$ cat config.mk
export PLATFORM = sky130hd
export DESIGN_NAME = fp_divider_param
export DESIGN_NICKNAME = d
export VERILOG_FILES = /design/src/rtl/fp_divider_param.sv
export SDC_FILE = /design/constraint.sdc
export NUM_CORES = 1
export LEC_CHECK = 0
export ABC_AREA = 1
export BUFFER_PORTS_ARGS = -buffer_cell sky130_fd_sc_hd__buf_2
export CORE_MARGIN = 2
export CORE_UTILIZATION = 50
export DETAILED_ROUTE_END_ITERATION = 16
export PLACE_DENSITY_LB_ADDON = 0.08
export SETUP_SLACK_MARGIN = 0.05
export SLEW_MARGIN = 25
export SYNTH_ARGS = -nofsm -noshare
export SYNTH_HDL_FRONTEND = slang
export SYNTH_SLANG_ARGS = --single-unit
$ cat constraint.sdc
create_clock -name clk -period 7.4 [get_ports clk]
set_clock_uncertainty 0.15 [all_clocks]
set_input_delay 0.37 -clock clk [delete_from_list [all_inputs] [get_ports clk]]
set_output_delay 0.37 -clock clk [all_outputs]
set_load 0.05 [all_outputs]
$ cat src/rtl/fp_divider_param.sv
// Parametrised IEEE-754 divider (restoring radix-2, RNE, flush-to-zero); start to div_done = MAN_W+5 edges.
// div_start is accepted only in IDLE and ignored otherwise; there is no queueing and no output backpressure.
module fp_divider_param #(
    parameter int EXP_W = 8,
    parameter int MAN_W = 23,
    localparam int W = 1 + EXP_W + MAN_W
) (
    input  logic         clk,
    input  logic         rst,
    input  logic         div_start,
    input  logic [W-1:0] inputa,
    input  logic [W-1:0] inputb,
    output logic [W-1:0] div_result,
    output logic [4:0]   div_flags,
    output logic         div_done,
    output logic         div_busy
);
    localparam int N   = MAN_W + 3;
    localparam int CW  = $clog2(N);
    localparam int EW2 = EXP_W + 2;
    localparam logic signed [EXP_W+1:0] BIAS = EW2'((1 << (EXP_W - 1)) - 1);
    localparam logic signed [EXP_W+1:0] EMAX = EW2'((1 << EXP_W) - 1);

    localparam logic [4:0] S_IDLE  = 5'b00001;
    localparam logic [4:0] S_INIT  = 5'b00010;
    localparam logic [4:0] S_EXE   = 5'b00100;
    localparam logic [4:0] S_ROUND = 5'b01000;
    localparam logic [4:0] S_DONE  = 5'b10000;

    logic [4:0]              state;
    logic [W-1:0]            a_reg, b_reg;
    logic [MAN_W+1:0]        rem;
    logic [N-1:0]            quo;
    logic [CW-1:0]           cnt;
    logic signed [EXP_W+1:0] exp_q;

    logic             sign_a, sign_b, res_sign;
    logic [EXP_W-1:0] ea, eb;
    logic [MAN_W-1:0] man_a, man_b;
    logic             a_zero, b_zero, a_inf, b_inf, a_nan, b_nan;
    logic [MAN_W:0]   mb;

    assign sign_a   = a_reg[W-1];
    assign sign_b   = b_reg[W-1];
    assign ea       = a_reg[W-2:MAN_W];
    assign eb       = b_reg[W-2:MAN_W];
    assign man_a    = a_reg[MAN_W-1:0];
    assign man_b    = b_reg[MAN_W-1:0];
    assign a_zero   = (ea == '0);
    assign b_zero   = (eb == '0);
    assign a_inf    = (&ea) && (man_a == '0);
    assign b_inf    = (&eb) && (man_b == '0);
    assign a_nan    = (&ea) && (man_a != '0);
    assign b_nan    = (&eb) && (man_b != '0);
    assign mb       = {1'b1, man_b};
    assign res_sign = sign_a ^ sign_b;

    logic             q_bit;
    logic [MAN_W+1:0] rem_sub;

    assign q_bit   = (rem >= {1'b0, mb});
    assign rem_sub = q_bit ? (rem - {1'b0, mb}) : rem;

    // Post-division: normalise, round to nearest even, resolve range and specials.
    logic                    norm, guard, sticky, inc, carry, ovf, unf;
    logic [MAN_W:0]          sig, sig_r;
    logic signed [EXP_W+1:0] e_fin;
    logic [W-1:0]            nxt_result;
    logic [4:0]              nxt_flags;

    always_comb begin
        norm   = ~quo[N-1];
        sig    = quo[N-1] ? quo[N-1:2] : quo[N-2:1];
        guard  = quo[N-1] ? quo[1] : quo[0];
        sticky = (quo[N-1] & quo[0]) | (|rem);
        inc    = guard & (sticky | sig[0]);
        sig_r  = sig + {{MAN_W{1'b0}}, inc};
        // sig always carries a leading one, so a cleared hidden bit after rounding means carry-out
        carry  = ~sig_r[MAN_W];
        e_fin  = exp_q - $signed({{(EXP_W+1){1'b0}}, norm}) + $signed({{(EXP_W+1){1'b0}}, carry});
        ovf    = (e_fin >= EMAX);
        unf    = (e_fin <= 0);

        nxt_result = {res_sign, e_fin[EXP_W-1:0], sig_r[MAN_W-1:0]};
        nxt_flags  = {3'b000, 1'b0, guard | sticky};
        if (a_nan || b_nan || (a_zero && b_zero) || (a_inf && b_inf)) begin
            nxt_result = {1'b0, {EXP_W{1'b1}}, 1'b1, {(MAN_W-1){1'b0}}};
            nxt_flags  = 5'b10000;
        end else if (b_zero && !a_inf) begin
            nxt_result = {res_sign, {EXP_W{1'b1}}, {MAN_W{1'b0}}};
            nxt_flags  = 5'b01000;
        end else if (a_inf) begin
            nxt_result = {res_sign, {EXP_W{1'b1}}, {MAN_W{1'b0}}};
            nxt_flags  = 5'b00000;
        end else if (a_zero || b_inf) begin
            nxt_result = {res_sign, {(W-1){1'b0}}};
            nxt_flags  = 5'b00000;
        end else if (ovf) begin
            nxt_result = {res_sign, {EXP_W{1'b1}}, {MAN_W{1'b0}}};
            nxt_flags  = 5'b00101;
        end else if (unf) begin
            nxt_result = {res_sign, {(W-1){1'b0}}};
            nxt_flags  = 5'b00011;
        end
    end

    always_ff @(posedge clk) begin
        if (rst) begin
            state      <= S_IDLE;
            a_reg      <= '0;
            b_reg      <= '0;
            rem        <= '0;
            quo        <= '0;
            cnt        <= '0;
            exp_q      <= '0;
            div_result <= '0;
            div_flags  <= '0;
            div_done   <= 1'b0;
        end else begin
            div_done <= 1'b0;
            case (state)
                S_IDLE: begin
                    if (div_start) begin
                        a_reg <= inputa;
                        b_reg <= inputb;
                        state <= S_INIT;
                    end
                end
                S_INIT: begin
                    rem   <= {1'b0, 1'b1, man_a};
                    quo   <= '0;
                    cnt   <= '0;
                    exp_q <= $signed({2'b00, ea}) - $signed({2'b00, eb}) + BIAS;
                    state <= S_EXE;
                end
                S_EXE: begin
                    rem <= rem_sub << 1;
                    quo <= {quo[N-2:0], q_bit};
                    cnt <= cnt + 1'b1;
                    if (cnt == CW'(N - 1)) begin
                        state <= S_ROUND;
                    end
                end
                S_ROUND: begin
                    div_result <= nxt_result;
                    div_flags  <= nxt_flags;
                    div_done   <= 1'b1;
                    state      <= S_DONE;
                end
                S_DONE:  state <= S_IDLE;
                default: state <= S_IDLE;
            endcase
        end
    end

    assign div_busy = (state != S_IDLE);

endmodule

[Yosys cells after proc, flatten, opt, wreduce, memory -nomap -nowiden]
Index checks and enable logic that the tools add are counted.
Storage, ports and cells
  register bits: 173
  input bits: 67
  logic and storage cells: 82
Cells by class
  $add $sub $neg: 7
  magnitude comparators: 3
  equality and inequality tests: 8
  muxes and demuxes: 22
  bitwise logic cells: 8
  reductions and logical operators: 24
Operators with widths (count)
  $mux 31: 5
  $pmux 26 s2: 1
  $pmux 25 s2: 1
  $mux 24: 2
  $logic_not 23->1: 2
  $reduce_bool 23->1: 2
  $mux 32: 1
  $ge 25x24->1: 1
  $reduce_or 25->1: 1
  $add 24x1->24: 1
  $sub 24x24->24: 1
  $pmux 5 s4: 1
  $logic_not 8->1: 2
  $reduce_and 8->1: 2
  $mux 5: 3
  $add 10x2->10: 1
  $add 9x8->10 const B: 1
  $ge 10x9->1 const B: 1
  $le 10x1->1 const B: 1
  $pmux 5 s2: 1
  $sub 10x2->10: 1
  $mux 3: 3
  $sub 8x8->9: 1
  $logic_and 1x1->1: 7
  other kinds (19): 29

[Logic depth before layout (Yosys ltp)]
  depth in word-level cells: 14
  gate-level depth with buffers: 29
  depth with buffers taken out: 26

[Least setup slack after synthesis]
Ideal clock, no wire load.
  path kind: flip-flop to flip-flop
  start: register quo[25]
  end: register div_result[11]
  setup time: 132 ps
  arrival: 3710 ps
  path slack: 3407 ps
  cell stages (with the launch flop): 28
  clock period less this slack: 3993 ps
  cells stage by stage: dfxtp_1 -> buf_6 -> inv_6 -> buf_6 -> nand2_1 -> nand2_1 -> nand2_1 -> nor2_2 -> nand2_1 -> nor3_1 -> xor2_1 -> inv_1 -> ha_1 -> inv_1 -> ha_1 -> inv_1 -> fa_1 -> inv_1 -> or2_2 -> nor2_1 -> nand3_1 -> nor2_1 -> nand4_4 -> nand2_4 -> inv_4 -> buf_6 -> nand3_1 -> a21oi_1
On the way
  word-level cells in the longest chain between the ends: 14
Ends and longest elaborated chain
  start, declared: line 33  | logic [N-1:0] quo;
  start signal, assigned: line 138  | quo <= {quo[N-2:0], q_bit};
  $and 1x1->1: line 75  | sticky = (quo[N-1] & quo[0]) | (|rem);
  $or 1x1->1: line 75
  $or 1x1->1: line 76  | inc = guard & (sticky | sig[0]);
  $and 1x1->1: line 76
  $add 24x1->24: line 77  | sig_r = sig + {{MAN_W{1'b0}}, inc};
  $not 1->1: line 79  | carry = ~sig_r[MAN_W];
  $add 10x2->10: line 80  | e_fin = exp_q - $signed({{(EXP_W+1){1'b0}}, norm}) + $signed({{(EXP_W+1){1'b0}}, carry});
  $le 10x1->1: line 82  | unf = (e_fin <= 0);
  $mux 31: line 101  | end else if (unf) begin
  $mux 31 *: line 98  | end else if (ovf) begin
  $mux 31 *: line 95  | end else if (a_zero || b_inf) begin
  $mux 31 *: line 92  | end else if (a_inf) begin
  $mux 31 *: line 89  | end else if (b_zero && !a_inf) begin
  $mux 32 *: line 86  | if (a_nan || b_nan || (a_zero && b_zero) || (a_inf && b_inf)) begin
  end signal, assigned: line 145  | div_result <= nxt_result;
  end, declared: line 13  | output logic [W-1:0] div_result,
Every way passes the cells marked *; elsewhere a longest branch is shown, timed or not.
A chain may end at the register's enable or synchronous reset.

[Worst setup path in the final report]
  start: register quo[25]
  end: register div_result[3]
Same word-level chain as after synthesis.

==> metrics.txt <==
Starting Density 51.1%; post-synthesis average cell area 6.64 sq um; maximum vdd drop 138 uV; r2r setup slk 2.71 ns; post_cts resized 0; FF+latch count, synth 173; Die Wd 151 um; TritonCTS Buffers 17; Internal 1.70 mW; Rows 53; post-synth top area share 32.1%; Num Clock Sinks 173; post-synthesis cell count 1624; global-route usage over all layers 27.4%; Vias/cell 5.36; main combinational cell family by area after synthesis simple AND/OR/NAND/NOR gates; worst setup path class reg -> reg; Worst Path Arrival 4.84 ns; die height 151 um; initial antenna violation count 0; hold endpoint a_reg[1]$_SDFFE_PP0P_; Setup WS post-layout 2.71 ns; area grow syn2layout 11.7%; Hold Path Depth 3; Sw Share 38.2%; min-delay src inputa[1]; # IOs 106; crit path launch type register; multi-input combinational cell area 0.00617 sq mm; routability-driven placement congestion ratio 0.893; final setup fails 0; fmax 213 MHz; Post-DP HPWL 23000 um; ANT nets after route 0; Core Footprint 0.0211 sq mm; Hold-fix buffers, CTS 0; post-synthesis mux area share 0%; total gr overflow 0; Pre-antenna DRT Iters 5; setup bufs post-CTS 0; detailed-route via count 10596; sequential share of power 36.6%; Period minus WS final 4.69 ns; Reg clk slew, reported paths 0.08 ns; max-cap viol count 0; Synth async-reset ratio 0%; Setup WS pre-CTS 2.78 ns; Final Hold Viols 0; initial DRC count 683; Comb pwr share 28.3%; TNS Setup 0 ns; worst reg2reg endpoint div_result[3]$_SDFFE_PP0P_; xor and xnor area share after synthesis 3.40%; Clock Tree Buf Depth 2; Yosys top cell by area dfxtp_1; Most used DFF post-synth dfxtp_1; share of cells above drive strength 1 12.5%; vias in the first global route 9572; Clock Latency Late Sink 0.45 ns; DRC Markers 0; post-layout net count 1804; Syn Nets 1739; largest cells by area after synthesis dfxtp_1, nand2_1, a21oi_1, inv_1, o21ai_0; DIE AREA 0.0227 sq mm; Synth Area in Compound Gates 19.6%; Leakage 5.44 nW; Psw 1.05 mW; Synth Area in Adders 5.78%; Root Buffer clkbuf_16; Design Power 2.75 mW; first-pass GRT wire length 49100 um; CTS tree built; worst reg-to-reg path cell count 24; Hold Path Class in -> reg; Worst EP required 7.55 ns; Filler Cell Count 2164; Tcrit/Tclk final 63.4%; PwrDens 229 mW/mm^2; largest net degree at the start of global routing 123; sequential area share after synthesis 32.1%; CP Capture Type register; synthesized area 0.0108 sq mm; Yosys cell types 55; CTS H-Tree Depth 4; WL final 30500 um; Max-Slew Margin vs Limit 33.1%; yosys warns 0; antenna diode count 0; EDFF count, synth 0; Buffers on Ports 105; RSZ-0062 raised after global routing false; outcome finished clean; register area 0.00346 sq mm; Worst Tran Pin Value 1.00 ns; power share of the clock group 35.1%; worst r2r src quo[25]$_SDFFE_PP0P_; Post-Synth Simple-Gate Area 28.4%; Max Slew Vio Count 0; WL/cell 15.4 um; crit path max fanout 34
## worst max-delay path, stage by stage (launching register included)
cell,delay (ns)
dfxtp_1,0.35
buf_4,0.38
inv_6,0.14
o21ai_1,0.27
nand2_1,0.15
nor2_1,0.14
nand2_1,0.12
nor3_1,0.22
xor2_1,0.18
inv_1,0.06
ha_1,0.31
inv_1,0.08
ha_1,0.19
inv_1,0.06
fa_1,0.47
inv_1,0.06
or2_2,0.27
nor2_1,0.10
nand3_1,0.07
nor2_1,0.17
nand4_4,0.19
nand2_4,0.14
inv_4,0.09
nand3_1,0.11
a21oi_1,0.06
## power groups by stage
stage | Sequential, mW | Clock [mW] | Combinational [mW]
global placement | 1.03 | 0 | 0.762
detailed placement | 1.03 | 0 | 0.763
finish | 1.01 | 0.967 | 0.779
global route | 1.02 | 1.02 | 0.878
CTS | 1.01 | 0.977 | 0.768
floorplan | 1.02 | 0 | 0.589
## worst max-delay path by stage
stage / slack, ns / to / depth (start not counted) / start
floorplan: 3.41 / div_result[11]$_SDFFE_PP0P_ / 27 / quo[25]$_SDFFE_PP0P_
global placement: 2.85 / div_result[12]$_SDFFE_PP0P_ / 24 / quo[25]$_SDFFE_PP0P_
detailed placement: 2.78 / div_result[20]$_SDFFE_PP0P_ / 24 / quo[25]$_SDFFE_PP0P_
CTS: 2.72 / div_result[7]$_SDFFE_PP0P_ / 24 / quo[25]$_SDFFE_PP0P_
global route: 2.25 / div_result[9]$_SDFFE_PP0P_ / 25 / quo[25]$_SDFFE_PP0P_
finish: 2.71 / div_result[3]$_SDFFE_PP0P_ / 24 / quo[25]$_SDFFE_PP0P_
## layer usage
metal,track usage (%),wire length (um),vias to the layer above
met4,5.37,312,0
met1,42.8,15900,4807
li1,-,-,5474
met3,4.58,1790,28
met2,39.3,12500,287
met5,0,0,-
## cell usage after synthesis (8+ instances only)
cell type,number
a31oi_1,19
o21ai_2,16
clkbuf_1,44
o21ai_0,128
a21o_1,8
xnor2_1,17
inv_1,208
ha_1,45
nand4_1,44
o21ai_1,14
nand3_1,100
xor2_1,23
a21oi_1,177
nand2_2,9
buf_2,9
nand2_1,373
dfxtp_1,173
nor2_2,13
nor2_1,110
nand3b_1,12
## layout by cell type, fill, tap and decap left out, drive strengths merged, types with 2 or more instances in the layout
master and count:
a31oi 19, a21o 8, or2 4, dfxtp 173
xor2 23, nand2 383, clkinv 8, xnor2 18
o21ai 159, o31ai 2, nand3b 12, nor3 10
ha 45, a21boi 2, fa 3, nor4 6
o21a 3, o311ai 2, clkbuf 17, o21bai 4
nand3 102, and2 3, o211ai 3, buf 113
nand4 45, a21oi 180, inv 226, nor2 125
## through the flow
step | std cells | util [%] | area [sq um] | hold slack, ns
2_1_floorplan | 1624 | - | 10800 | 0.290
3_3_place_gp | 1945 | 54.0 | 11400 | 0.301
3_5_place_dp | 1945 | 54.0 | 11400 | 0.304
4_1_cts | 1977 | 57.0 | 12000 | 0.0209
5_1_grt | 1977 | 57.1 | 12000 | 0.0270
6_report | 1977 | 57.1 | 12000 | 0.0350
## area by class of cell
type,count,share of cell area (%)
multi-input combinational,1165,51.3
sequential,173,28.8
inverter,219,6.89
clock inverter,15,1.80
tap,275,2.86
clock buffer,17,3.53
timing repair buffer,113,4.86
## cell families (layout without fill, tap and decap cells)
| logic type | after synthesis | count (layout) |
|---|---|---|
| AO/OA/AOI/OAI | 385 | 385 |
| XOR/XNOR | 41 | 41 |
| adder cells (fa/ha/maj) | 48 | 48 |
| buffers and inverters | 286 | 364 |
| flip-flops | 173 | 173 |
| AND/OR/NAND/NOR | 691 | 691 |
No activity file was read; power rests on OpenSTA's default activity.
